`src/rtl/sr_ff_bank_pkg.sv`:
```
// Shared constants for the sr_ff_bank flip-flop bank: mode encodings and
// the policies that resolve the SR=11 input combination.
package sr_ff_bank_pkg;

  localparam logic [1:0] MODE_SR = 2'b00;
  localparam logic [1:0] MODE_JK = 2'b01;
  localparam logic [1:0] MODE_D  = 2'b10;
  localparam logic [1:0] MODE_T  = 2'b11;

  localparam logic [1:0] POL_HOLD = 2'd0;
  localparam logic [1:0] POL_CLR  = 2'd1;
  localparam logic [1:0] POL_SET  = 2'd2;
  localparam logic [1:0] POL_TGL  = 2'd3;

endpackage

```
`src/rtl/sr_ff_cell.sv`:
```
// Single-channel next-state logic for the configurable flip-flop bank.
// Purely combinational; the owning bank holds the state register.
module sr_ff_cell
  import sr_ff_bank_pkg::*;
(
  input  logic       q,
  input  logic       a,
  input  logic       b,
  input  logic [1:0] mode,
  input  logic [1:0] policy,
  output logic       q_next,
  output logic       invalid
);

  assign invalid = (mode == MODE_SR) && a && b;

  always_comb begin
    q_next = q;
    case (mode)
      MODE_SR: begin
        case ({a, b})
          2'b01: q_next = 1'b0;
          2'b10: q_next = 1'b1;
          2'b11: begin
            case (policy)
              POL_CLR: q_next = 1'b0;
              POL_SET: q_next = 1'b1;
              POL_TGL: q_next = ~q;
              default: q_next = q;
            endcase
          end
          default: q_next = q;
        endcase
      end
      MODE_JK: begin
        case ({a, b})
          2'b01:   q_next = 1'b0;
          2'b10:   q_next = 1'b1;
          2'b11:   q_next = ~q;
          default: q_next = q;
        endcase
      end
      MODE_D:  q_next = a;
      default: q_next = q ^ a;
    endcase
  end

endmodule

```
`src/rtl/sr_ff_bank.sv`:
```
// WIDTH-channel bank of SR/JK/D/T flip-flops with sticky SR-invalid flags.
// Define SR_FF_BANK_ERR_CNT_EN to add the saturating err_cnt event counter.
module sr_ff_bank
  import sr_ff_bank_pkg::*;
#(
  parameter int               WIDTH          = 8,
  parameter logic [WIDTH-1:0] RESET_VAL      = {WIDTH{1'b0}},
  parameter int               INVALID_POLICY = 0,
  parameter int               CNT_W          = 8
) (
  input  logic             clk,
  input  logic             rst,
  input  logic             ce,
  input  logic [1:0]       mode,
  input  logic [WIDTH-1:0] a,
  input  logic [WIDTH-1:0] b,
  input  logic             err_clr,
  output logic [WIDTH-1:0] q,
  output logic [WIDTH-1:0] qn,
  output logic [WIDTH-1:0] err,
  output logic             err_any
`ifdef SR_FF_BANK_ERR_CNT_EN
  ,
  output logic [CNT_W-1:0] err_cnt
`endif
);

  localparam logic [1:0] POLICY = INVALID_POLICY[1:0];

  if (WIDTH < 1 || WIDTH > 64 || CNT_W < 1 || INVALID_POLICY < 0 || INVALID_POLICY > 3)
  begin : g_bad_param
    $error("sr_ff_bank: parameter out of range");
  end

  logic [WIDTH-1:0] q_reg, q_next;
  logic [WIDTH-1:0] err_reg, err_next;
  logic [WIDTH-1:0] cell_next, cell_invalid, invalid_ev;

  genvar gi;
  for (gi = 0; gi < WIDTH; gi++) begin : g_cell
    sr_ff_cell u_cell (
      .q      (q_reg[gi]),
      .a      (a[gi]),
      .b      (b[gi]),
      .mode   (mode),
      .policy (POLICY),
      .q_next (cell_next[gi]),
      .invalid(cell_invalid[gi])
    );
  end

  // An invalid event only counts when the bank is actually clocking.
  assign invalid_ev = cell_invalid & {WIDTH{ce}};
  assign q_next     = ce ? cell_next : q_reg;
  // A fresh event on a channel beats a simultaneous clear.
  assign err_next   = err_clr ? invalid_ev : (err_reg | invalid_ev);

  always_ff @(posedge clk) begin
    if (rst) begin
      q_reg   <= RESET_VAL;
      err_reg <= '0;
    end else begin
      q_reg   <= q_next;
      err_reg <= err_next;
    end
  end

  assign q       = q_reg;
  assign qn      = ~q_reg;
  assign err     = err_reg;
  assign err_any = |err_reg;

`ifdef SR_FF_BANK_ERR_CNT_EN
  localparam logic [CNT_W-1:0] CNT_MAX = {CNT_W{1'b1}};
  localparam logic [CNT_W-1:0] CNT_ONE = {{(CNT_W-1){1'b0}}, 1'b1};

  logic [CNT_W-1:0] cnt_reg, cnt_next;
  logic             any_ev;

  assign any_ev = |invalid_ev;

  always_comb begin
    cnt_next = cnt_reg;
    if (err_clr)
      cnt_next = any_ev ? CNT_ONE : '0;
    else if (any_ev && cnt_reg != CNT_MAX)
      cnt_next = cnt_reg + CNT_ONE;
  end

  always_ff @(posedge clk) begin
    if (rst) cnt_reg <= '0;
    else     cnt_reg <= cnt_next;
  end

  assign err_cnt = cnt_reg;
`endif

endmodule

```
`config.mk`:
```
export PLATFORM = sky130hd
export DESIGN_NAME = sr_ff_bank
export DESIGN_NICKNAME = d
export VERILOG_FILES = /design/src/rtl/sr_ff_bank_pkg.sv /design/src/rtl/sr_ff_cell.sv /design/src/rtl/sr_ff_bank.sv
export SDC_FILE = /design/constraint.sdc
export NUM_CORES = 1
export LEC_CHECK = 0
export ABC_CLOCK_PERIOD_IN_PS = 1700
export BUFFER_PORTS_ARGS = -buffer_cell sky130_fd_sc_hd__buf_4
export CORE_ASPECT_RATIO = 0.75
export CORE_UTILIZATION = 30
export CTS_CLUSTER_DIAMETER = 60
export DETAILED_ROUTE_END_ITERATION = 8
export PLACE_DENSITY_LB_ADDON = 0.25
export SLEW_MARGIN = 20
export SYNTH_ARGS = -nofsm -noshare
export SYNTH_HDL_FRONTEND = slang
export SYNTH_SLANG_ARGS = --single-unit
export TNS_END_PERCENT = 50
```
`constraint.sdc`:
```
create_clock -name clk -period 1.7 [get_ports clk]
set_input_delay 0.17 -clock clk [delete_from_list [all_inputs] [get_ports clk]]
set_output_delay 0.17 -clock clk [all_outputs]
set_load 0.02 [all_outputs]
```
After elaboration in Yosys (flattened, before gate mapping)
Index checks and enable logic that the tools add are counted.
{"block": "totals", "mem_bits_ro": 0, "latch_bits": 0, "out_inout_bits": 25, "n_memories": 0, "mem_bits_rw": 0, "inputBits": 22, "reg_bits": 16, "elab_cells": 121}
{"block": "op_classes", "mux": 25, "n_shift": 0, "n_addsub": 0, "n_eq_ne": 42, "magnitude_cmp": 0, "mul": 0, "n_reduce_logical": 26, "div": 0, "bitwise_logic": 19}
{"cell": "one-hot mux 1 bit (3 select lines)", "count": 16}
{"cell": "== test 2 bit (second input constant)", "count": 17}
{"cell": "inequality test 4 x 1 -> 1 bit (second input constant)", "count": 8}
{"cell": "AND reduction 3 bit", "count": 8}
{"cell": "inequality test 3 x 1 -> 1 bit (second input constant)", "count": 7}
{"cell": "== test 2 x 1 -> 1 bit (second input constant)", "count": 9}
{"cell": "logical AND 1 bit", "count": 16}
{"cell": "one-hot mux 1 bit (2 select lines)", "count": 8}
{"cell": "AND 8 bit", "count": 1}
{"cell": "two-way mux 8 bit", "count": 1}
{"cell": "NOT 1 bit", "count": 8}
{"cell": "NOT 8 bit", "count": 1}
{"cell": "OR 8 bit", "count": 1}
{"cell": "OR reduction 8 bit", "count": 1}
{"cell": "bitwise XOR 1 bit", "count": 8}
{"cell": "inequality test 3 bit (second input constant)", "count": 1}
{"cell": "zero test 2 bit", "count": 1}

Longest topological paths before layout
Gate-level depths: netlist (run 1).
{"block": "logic_depth", "ltp_word": 6, "ltp_mapped": 6, "ltp_nobuf": 6}

Modules after synthesis
Synthesis (run 1) repeated with hierarchy kept, for this count alone.
{"block": "unflattened", "cells_unflattened": 160, "hier_area_um2": 1262.5}
{"mod": "sr_ff_bank", "n_inst": 1, "cells_each": 72, "area_each_um2": 641.9, "seq_area_each_um2": 320.3}
{"mod": "sr_ff_cell", "n_inst": 8, "cells_each": 11, "area_each_um2": 77.6, "seq_area_each_um2": 0.0}

Least setup slack after synthesis (run 1)
No wires, ideal clock.
{"block": "synth_path", "kind": "input to register", "start": "input port a[0]", "end": "register q_reg[0], in the netlist q[0]", "stages": 5, "t_required_ns": 1.569, "setup_time_ns": 0.131, "arrival_ns": 1.048, "setup_slack_ns": 0.520, "path_buffers": 0, "cell_sequence": "inv_1 -> ha_1 -> a221o_1 -> a211oi_1 -> a211oi_1"}
{"block": "synth_between", "elab_chain_len": 3, "word_cells_on_any_way": 10, "classes_between": "eq/ne: 5; mux: 3; bitwise: 1; reduce/logical: 1"}
{"element": "start, declared", "line_no": "sr_ff_bank.sv:15", "text": "input logic [WIDTH-1:0] a,"}
{"element": "== test 2 bit or == test 2 x 1 -> 1 bit (tied branches)", "line_no": "sr_ff_cell.sv:21, sr_ff_cell.sv:36"}
{"element": "one-hot mux 1 bit (3 select lines) (tied with other cells)", "line_no": "sr_ff_cell.sv:36", "text": "case ({a, b})"}
{"element": "one-hot mux 1 bit (3 select lines) or AND reduction 3 bit (tied branches)"}
{"element": "end signal, assigned", "line_no": "sr_ff_bank.sv:63", "text": "q_reg <= q_next;"}
{"element": "end, declared", "line_no": "sr_ff_bank.sv:35", "text": "logic [WIDTH-1:0] q_reg, q_next;"}
Parallel ways exist; a longest one is shown, timed or not.
A chain may end at the register's enable or synchronous reset.

Final worst setup path (run 1)
{"block": "layout_path", "start": "register err_reg[6], in the netlist err[6]", "end": "output port err_any"}
{"block": "layout_between", "elab_chain_len": 1}
{"element": "start, declared", "line_no": "sr_ff_bank.sv:36", "text": "logic [WIDTH-1:0] err_reg, err_next;"}
{"element": "start signal, assigned", "line_no": "sr_ff_bank.sv:64", "text": "err_reg <= err_next;"}
{"element": "OR reduction 8 bit", "line_no": "sr_ff_bank.sv:71", "text": "assign err_any = |err_reg;"}
{"element": "end, declared", "line_no": "sr_ff_bank.sv:21", "text": "output logic err_any"}
Every way passes these cells.

==> summary.txt, run 1 <==
Status
  • Outcome: complete, no violations

Yosys
  • Number of enable flip-flop cells after synthesis: 0
  • Yosys cell types: 26
  • Yosys warnings: 0
  • Synth cell count leaders: nand2_1, dfxtp_1, nor2_1
  • Syn avg cell area: 7.32 sq um
  • Share of the yosys chip area belonging to registers: 31.5%
  • Syn_nets: 164
  • Fraction of registers with async set or reset after synthesis: 0%
  • Leading area contributor after synthesis: dfxtp_1
  • #FFs+latches synth: 16
  • Top_reg_cell synth: dfxtp_1
  • Most frequent cell after synthesis: nand2_1
  • Synth Instances: 139
  • Post-Syn Area: 1020 sq um
  • Synth top area share: 31.5%
  • Area contributors post-synth: dfxtp_1, buf_4, nand2_1

Setup path
  • Reg-to-reg slack, setup: 0.74 ns
  • CP Launch Type: flip-flop
  • Worst-path fanout max: 3
  • WP data required: 1.53 ns
  • Critical Path AT: 1.25 ns
  • Crit path capture type: output pin
  • WS Path Type: reg -> out

GRT
  • Vias in the first global route: 1033
  • GRT overflow: 0
  • Initial antenna violation count: 0
  • Pin count of the biggest net entering global routing: 21
  • Total GRT Usage: 17.8%
  • First-pass GRT wire length: 5.06 mm

Drt
  • 1st-iter DRT viols: 92
  • Final WL: 2.96 mm
  • Vias per cell: 5.40
  • Post-route ant nets: 0
  • Wire length per cell: 14.0 microns
  • First-pass DRT Iterations: 4
  • DRC: 0
  • Via count: 1145

Timing
  • Max-slew violations: 0
  • Fin Setup TNS: 0 ns
  • Finish-stage setup viols: 0
  • Worst-Margin Slew: 0.501 ns
  • Endpoints failing hold: 0
  • Tcrit/Tclk final: 83.6%
  • Post-layout min period: 1.42 ns
  • Relative slew margins: 66.4%
  • RSZ-0062 raised after global routing: no
  • Clock skew: 0 ns
  • Fmax: 704 MHz

Die
  • Die W: 69.2 microns
  • Std cell rows: 17
  • Ports: 47
  • Core area: 3080 sq um
  • Die height: 52.4 microns
  • Total die area: 3630 sq um
  • Initial Util: 33.0%

Finish
  • Ant diodes: 0
  • Final Cell Area: 1370 sq um
  • Area of the multi-input gates: 552 sq um
  • Final Non-Filler Cells: 212
  • Share of layout cells above drive strength 1: 31.0%
  • Synthesis-to-layout area growth: 34.6%
  • Fin nets: 200
  • Filler cells: 311
  • Sequential Area: 320 sq um

CTS
  • Root Buffer: clkbuf_8
  • TritonCTS Buffers: 3
  • CTS tree: yes
  • CTS clk-pin slew, worst paths: 0.07 ns
  • Postcts setup bufs: 0
  • PostCTS Resize Cnt: 0
  • CTS sink cnt: 16
  • CTS hold repair buffers: 0
  • Maximum root-to-sink buffer count: 2
  • Clock latency on the worst-skew pair: 0.25 ns
  • Htree depth: 1

Placed design
  • Placed inst area: 1310 sq um
  • Post-Place Cells: 208
  • Estimated wirelength of the detail-placed design: 2.19 mm
  • # port buffers: 46
  • GP Congestion: 0.705

Worst hold path
  • Hold/Removal Path Class: in -> reg

Power
  • P per Cell Area: 774 nW/um^2
  • Clock network power share: 32.7%
  • Combinational Power Share: 27.7%
  • Leak: 0.580 nW
  • Cell-internal power: 729 uW
  • Switch Pwr: 330 uW
  • Switching part of the total power: 31.2%
  • IR drop worst, VDD: 0.313 mV
  • Sequential power share: 39.7%
  • Power, Total: 1.06 mW

Run
  • Max cap viols: 0
==> layer usage <==
metal | vias to the layer above | wire [microns] | track usage (%)
met4 | 0 | 18 | 3.06
met5 | - | 0 | 0
met1 | 533 | 1450 | 23.5
met2 | 47 | 1320 | 29.0
li1 | 563 | - | -
met3 | 2 | 174 | 5.38
==> cell families (layout without fill, tap and decap cells) <==
family          count (synthesis)  in the layout  synth area share [%]
fa+ha+maj                       3              3                  3.69
buf+inv                        28             63                  14.3
simple gates                   43             43                  18.7
compound gates                 49             49                  31.9
flops                          16             16                  31.5
==> power groups by stage <==
stage          combinational (mW)  sequential (mW)  clock (mW)
2_1_floorplan               0.184            0.425           0
3_3_place_gp                0.287            0.426           0
3_5_place_dp                0.294            0.428           0
4_1_cts                     0.294            0.420       0.348
5_1_grt                     0.323            0.424       0.368
6_report                    0.293            0.420       0.346
==> worst max-delay path, stage by stage (launching register included) <==
cell and delay [ns]:
dfxtp_1 0.33, nor4_1 0.41, nand2_1 0.10, buf_4 0.17
==> final timing paths <==
| check | endpoint | from | cells past startpoint |
|---|---|---|---|
| max | err_any | err[6] | 3 |
| min | err[4] | a[4] | 3 |
| max reg2reg | q[0] | q[0] | 4 |
| min reg2reg | err[3] | err[3] | 2 |
==> cells in the final DEF, fill, tap and decap left out, drive strengths merged <==
master and count:
nor4 2, a221o 1, a31oi 3, nand2b 1
nor3 3, buf 46, nor2 15, a21oi 6
nor3b 1, nand2 19, inv 13, a22oi 5
ha 3, a32oi 7, dfxtp 16, nand4 1
nand3b 1, clkbuf 4, o22ai 7, o21ai 11
a211oi 9
==> cell type report <==
type | instances | area share (%)
multi-input cells | 95 | 40.3
inverters | 13 | 3.56
flip-flops and latches | 16 | 23.4
clock buffers | 4 | 4.02
repair buffers | 46 | 25.2
well taps | 38 | 3.47
==> per-stage QoR <==
| stage | hold slack [ns] | util [%] | setup WS (ns) |
|---|---|---|---|
| 2_1_floorplan | 0.332 | - | 0.520 |
| 3_3_place_gp | 0.456 | 42.6 | 0.371 |
| 3_5_place_dp | 0.464 | 42.6 | 0.329 |
| 4_1_cts | 0.200 | 44.4 | 0.280 |
| 5_1_grt | 0.215 | 44.4 | 0.214 |
| 6_report | 0.202 | 44.4 | 0.279 |
Note: power is estimated with default switching activity, not from simulation.
==> run 2: changes to the inputs <==
Settings changed: ABC_CLOCK_PERIOD_IN_PS 1700 to 1400.
Clock period 1.7 ns to 1.4 ns, I/O delays scaled along.
==> run 2 against run 1 <==
  * Setup slack got worse by 0.19 ns
  * Design area is 1.6% higher
  * Flip-flop and latch count stayed put
  * First-iteration DRC count decreased by 12%
  * Combinational power grew 25%
  * Critical path type unchanged
  * Critical endpoint unchanged
  * Highest routed layer unchanged
==> summary.txt, run 2 (synthesized netlist as in run 1, its figures left out) <==
Drt
  • Final WL: 2.96 mm (about the same)
  • First-pass DRT Iterations: 4 (unchanged)
  • Wire length per cell: 13.8 microns (-1.3%)
  • Via count: 1152 (+0.61%)
  • DRC: 0 (unchanged)
  • 1st-iter DRT viols: 81 (-12%)
  • Post-route ant nets: 0 (unchanged)
  • Vias per cell: 5.36 (-0.79%)

CTS
  • TritonCTS Buffers: 3 (unchanged)
  • Maximum root-to-sink buffer count: 2 (unchanged)
  • Clock latency on the worst-skew pair: 0.24 ns (about the same)
  • CTS clk-pin slew, worst paths: 0.06 ns (about the same)
  • CTS hold repair buffers: 0 (unchanged)
  • CTS sink cnt: 16 (unchanged)
  • Root Buffer: clkbuf_8
  • CTS tree: yes
  • Htree depth: 1 (unchanged)

Placed design
  • Estimated wirelength of the detail-placed design: 2.24 mm (+2.4%)
  • Post-Place Worst Slack: 0.0495 ns (-0.279 ns)
  • GP Congestion: 0.755 (+7.2%)
  • Post-Place Cells: 212 (+1.9%)
  • # port buffers: 46 (unchanged)

Worst hold path
  • Hold/Removal Path Class: in -> reg

GRT
  • GRT overflow: 0 (unchanged)
  • Initial antenna violation count: 0 (unchanged)
  • Pin count of the biggest net entering global routing: 21 (unchanged)
  • Total GRT Usage: 17.2% (-0.61 points)
  • Vias in the first global route: 1060 (+2.6%)
  • First-pass GRT wire length: 4.87 mm (-3.8%)

Finish
  • Fin nets: 204 (+2.0%)
  • Final design utilization: 45.1% (+0.73 points)
  • Share of layout cells above drive strength 1: 32.8% (+1.7 points)
  • Ant diodes: 0 (unchanged)
  • Sequential Area: 320 sq um (unchanged)
  • Synthesis-to-layout area growth: 36.8%
  • Commonest cells after routing, fill and taps aside: buf_4, nand2_1, dfxtp_1, nor2_1, inv_1
  • Final Non-Filler Cells: 215 (+1.4%)
  • Filler cells: 309 (-0.64%)
  • Most common cell after layout, fill and taps aside: buf_4
  • Area of the multi-input gates: 558 sq um (+1.1%)

Setup path
  • WP data required: 1.26 ns (-0.27 ns)
  • Crit path capture type: output pin
  • Crit path largest cell delay: 0.34 ns (-0.07 ns)
  • Crit path cell chain: nor4_2 > nand2_1 > buf_4
  • Slowest CP cell: dfxtp_1
  • Top Family by Delay on Critical Path: simple AND/OR/NAND/NOR gates
  • WS Path Type: reg -> out
  • Critical Path AT: 1.17 ns (-0.08 ns)
  • CP Buf/Inv Count: 1 (unchanged)
  • CP Launch Type: flip-flop
  • Worst-path fanout max: 3 (unchanged)

Status
  • Outcome: complete, no violations

Die
  • Total die area: 3630 sq um (unchanged)
  • Die W: 69.2 microns (unchanged)
  • Ports: 47 (unchanged)
  • Std cell rows: 17 (unchanged)
  • Initial Util: 33.0% (unchanged)
  • Core area: 3080 sq um (unchanged)
  • Die height: 52.4 microns (unchanged)

Power
  • P per Cell Area: 876 nW/um^2 (+13%)
  • IR drop worst, VDD: 0.399 mV (+27%)
  • Leak: 0.595 nW (+2.5%)

Run
  • Max cap viols: 0 (unchanged)

Timing
  • Max-slew violations: 0 (unchanged)
  • Endpoints failing hold: 0 (unchanged)
  • RSZ-0062 raised after global routing: no
  • Fin Setup TNS: 0 ns (unchanged)
  • Relative slew margins: 81.2% (+15 points)
  • Post-layout min period: 1.31 ns
  • Tcrit/Tclk final: 93.3%
  • Worst-Margin Slew: 0.280 ns (-0.220 ns)
  • Clock skew: 0 ns (unchanged)
  • Fmax: 766 MHz
  • Setup ws final: 0.0943 ns (-0.185 ns)
  • Finish-stage setup viols: 0 (unchanged)
[run 2: cell count changes in the layout (fill, tap and decap cells not counted), sizes merged]
cell | previous run | this run
buf | 46 | 50
clkbuf | 4 | 3
[run 2: through the flow]
| stage | hold slack (ns) | area [sq um] | power (mW) |
|---|---|---|---|
| floorplan | 0.302 | 1020 | 0.740 |
| detailed placement | 0.431 | 1340 | 0.886 |
| global route | 0.188 | 1390 | 1.29 |
| CTS | 0.178 | 1390 | 1.23 |
| global placement | 0.430 | 1340 | 0.875 |
| finish | 0.181 | 1390 | 1.22 |
[run 2: path summary, 6_finish.rpt]
path,start,endpoint,slack (ns),cells past startpoint
worst min register to register,err[3],err[3],0.52,2
worst max register to register,q[0],q[0],0.44,4
worst min-delay path,b[5],err[5],0.18,3
worst max-delay path,err[6],err_any,0.09,3
[run 2: power breakdown]
part / internal [mW] / leakage (nW) / switching [mW]
registers: 0.480 / 0.131 / 0.0304
logic: 0.163 / 0.442 / 0.201
clock network: 0.190 / 0.0216 / 0.153
total: 0.834 / 0.595 / 0.385
[run 2: layout make-up]
| type | instances | area share (%) |
|---|---|---|
| multi-input cells | 95 | 40.1 |
| repair buffers | 50 | 27.0 |
| flip-flops and latches | 16 | 23.0 |
| inverters | 13 | 3.51 |
| well taps | 38 | 3.42 |
| clock buffers | 3 | 2.97 |
[run 2: repair_timing]
action	in CTS	in global routing
gates resized for setup	0	1
setup endpoints to repair	0	1
buffers inserted	0	0
endpoints found under the hold margin	0	0
[run 2: worst register-to-register path, delay by kind of cell, from the launching register on]
family	cells	cell delay (ns)
DFF	1	0.36
and+or+nand+nor	1	0.09
AOI/OAI and AO/OA	3	0.43
[run 2: routing by layer]
metal	vias to the layer above	track usage [%]	wire [microns]
met2	40	29.3	1350
met1	539	21.4	1420
met3	2	5.19	182
met5	-	0	0
met4	0	4.08	11
li1	571	-	-
==> run 3: changes to the inputs <==
Settings changed: ABC_CLOCK_PERIOD_IN_PS 1400 to 1140.
Clock period 1.4 ns to 1.14 ns, I/O delays scaled along.
==> run 3 against run 2 <==
  * The flow now finishes with violations (setup timing)
  * Total power is 26% higher
  * Setup slack worse by 0.21 ns
  * Register-to-register slack worse by 0.24 ns
  * Worst hold slack got worse by 0.039 ns
  * Core utilization rose by 2.6 points
  * Via count rose by 1.6%
  * Sequential share of layout area is 1.2 points lower
  * Design area increased by 5.8%
  * First-iteration DRC count fell by 4.9%
  * Flip-flop and latch count is the same
  * Routed wire length rose by 4.2%
  * Largest power group unchanged
==> summary.txt, run 3 (synthesized netlist as in run 1, its figures left out) <==
CTS
  • CTS tree: yes
  • Maximum root-to-sink buffer count: 2 (unchanged)
  • TritonCTS Buffers: 3 (unchanged)
  • Htree depth: 1 (unchanged)
  • CTS clk-pin slew, worst paths: 0.07 ns (about the same)
  • CTS sink cnt: 16 (unchanged)
  • Root Buffer: clkbuf_8
  • Clock latency on the worst-skew pair: 0.25 ns (about the same)

Setup path
  • Critical Path Source: err[5]
  • Critical Path AT: 1.14 ns (-0.03 ns)
  • Slowest CP cell: dfxtp_2
  • CP Launch Type: flip-flop
  • Crit path cell chain: nor4_4 > nand2_1 > buf_6
  • Crit path capture type: output pin
  • Crit path largest cell delay: 0.34 ns (about the same)
  • Reg-to-reg critical path startpoint: q[0]
  • WP data required: 1.03 ns (-0.23 ns)
  • Worst r2r path cells: 4 (unchanged)
  • WS Path Type: reg -> out
  • Reg2Reg Capture Point: q[0]
  • Reg-to-reg slack, setup: 0.20 ns (-0.24 ns)
  • Worst-path fanout max: 2 (-1)

Timing
  • Max-slew violations: 0 (unchanged)
  • Clock skew: 0 ns (unchanged)
  • Setup ws final: -0.115 ns (-0.210 ns)
  • Tcrit/Tclk final: 110%
  • RSZ-0062 raised after global routing: yes
  • Relative slew margins: 80.7% (-0.46 points)
  • Fin Setup TNS: -0.115 ns (-0.115 ns)
  • Finish-stage setup viols: 1 (+1)
  • Post-layout min period: 1.26 ns
  • Worst-Margin Slew: 0.289 ns (+0.00892 ns)
  • Fmax: 797 MHz
  • Endpoints failing hold: 0 (unchanged)

GRT
  • Initial antenna violation count: 0 (unchanged)
  • Vias in the first global route: 1076 (+1.5%)
  • Total GRT Usage: 17.5% (+0.32 points)
  • First-pass GRT wire length: 4.96 mm (+1.8%)
  • Pin count of the biggest net entering global routing: 17 (-19%)
  • GRT overflow: 0 (unchanged)

Die
  • Ports: 47 (unchanged)
  • Die W: 69.2 microns (unchanged)
  • Core area: 3080 sq um (unchanged)
  • Total die area: 3630 sq um (unchanged)
  • Initial Util: 33.0% (unchanged)
  • Std cell rows: 17 (unchanged)
  • Die height: 52.4 microns (unchanged)

Finish
  • Sequential Area: 322 sq um (+0.39%)
  • Ant diodes: 0 (unchanged)
  • Most common cell after layout, fill and taps aside: buf_4
  • Area of the multi-input gates: 567 sq um (+1.6%)
  • Final design utilization: 47.7% (+2.6 points)
  • Filler cells: 304 (-1.6%)
  • Fin nets: 213 (+4.4%)
  • Commonest cells after routing, fill and taps aside: buf_4, nand2_1, dfxtp_1, nor2_1, inv_1
  • Share of layout cells above drive strength 1: 36.6% (+3.8 points)
  • Final Non-Filler Cells: 224 (+4.2%)
  • Synthesis-to-layout area growth: 44.8%

Placed design
  • # port buffers: 46 (unchanged)
  • Post-Place Cells: 220 (+3.8%)
  • Estimated wirelength of the detail-placed design: 2.29 mm (+2.2%)
  • Post-Place Worst Slack: -0.147 ns (-0.197 ns)
  • GP Congestion: 0.773 (+2.3%)

Run
  • Max cap viols: 0 (unchanged)

Drt
  • Final WL: 3.09 mm (+4.2%)
  • Wire length per cell: 13.8 microns (about the same)
  • First-pass DRT Iterations: 4 (unchanged)
  • Vias per cell: 5.22 (-2.5%)
  • 1st-iter DRT viols: 77 (-4.9%)
  • Post-route ant nets: 0 (unchanged)
  • Via count: 1170 (+1.6%)
  • DRC: 0 (unchanged)

Status
  • Outcome: finished with violations
  • Failing checks: setup timing

Power
  • IR drop worst, VDD: 0.521 mV (+30%)
  • Leak: 0.647 nW (+8.8%)
  • P per Cell Area: 1040 nW/um^2 (+19%)
  • Power, Total: 1.53 mW (+26%)

Worst hold path
  • Hold Path Stages: 3 (unchanged)
  • Hold path start: b[5]
  • Hold Path Sink: err[5]
  • Hold/Removal Path Class: in -> reg
## run 3: cell types whose count changed in the layout (fill, tap and decap cells not counted), sizes merged
cell | before | now
buf | 50 | 59
## run 3: worst max-delay path: cells and delay by family (launching register included)
family	cells	cell delay, ns
buffers and inverters	1	0.14
DFF	1	0.34
and+or+nand+nor	2	0.40
## run 3: per-stage QoR
stage / hold slack [ns] / instance area (sq um)
floorplan: 0.276 / 1020
global placement: 0.399 / 1400
detailed placement: 0.406 / 1400
CTS: 0.137 / 1470
global route: 0.142 / 1470
finish: 0.142 / 1470
## run 3: where the power goes
group	switching, mW	leakage (nW)	total, mW	internal [mW]
Sequential	0.0369	0.131	0.626	0.589
Combinational	0.254	0.494	0.472	0.219
Clock	0.198	0.0216	0.433	0.235
Total	0.489	0.647	1.53	1.04
## run 3: timing repair
item | in CTS | in global routing
resized for setup | 4 | 0
setup buffers | 1 | 0
setup endpoints to repair | 1 | 1
pin swaps | 2 | 0
hold buffers | 0 | 0
## run 3: worst max path at each step
| stage | end | cells after the start |
|---|---|---|
| after floorplan | q[0] | 5 |
| after global routing | err_any | 3 |
| after global placement | q[0] | 6 |
| after detailed placement | q[0] | 6 |
| final | err_any | 3 |
| after CTS | err_any | 3 |
## run 3: metal layers
metal / track usage [%] / part of all wire [%] / vias up
li1: - / - / 591
met1: 23.0 / 48 / 529
met2: 28.6 / 45 / 48
met3: 5.19 / 6.3 / 2
met4: 3.40 / 0.55 / 0
met5: 0 / 0 / -
## run 3: layout make-up
class | count | share of cell area (%)
clock buffer | 3 | 2.80
inverter | 13 | 3.31
multi-input combinational | 95 | 38.5
sequential | 16 | 21.8
tap | 38 | 3.23
timing repair buffer | 59 | 30.3
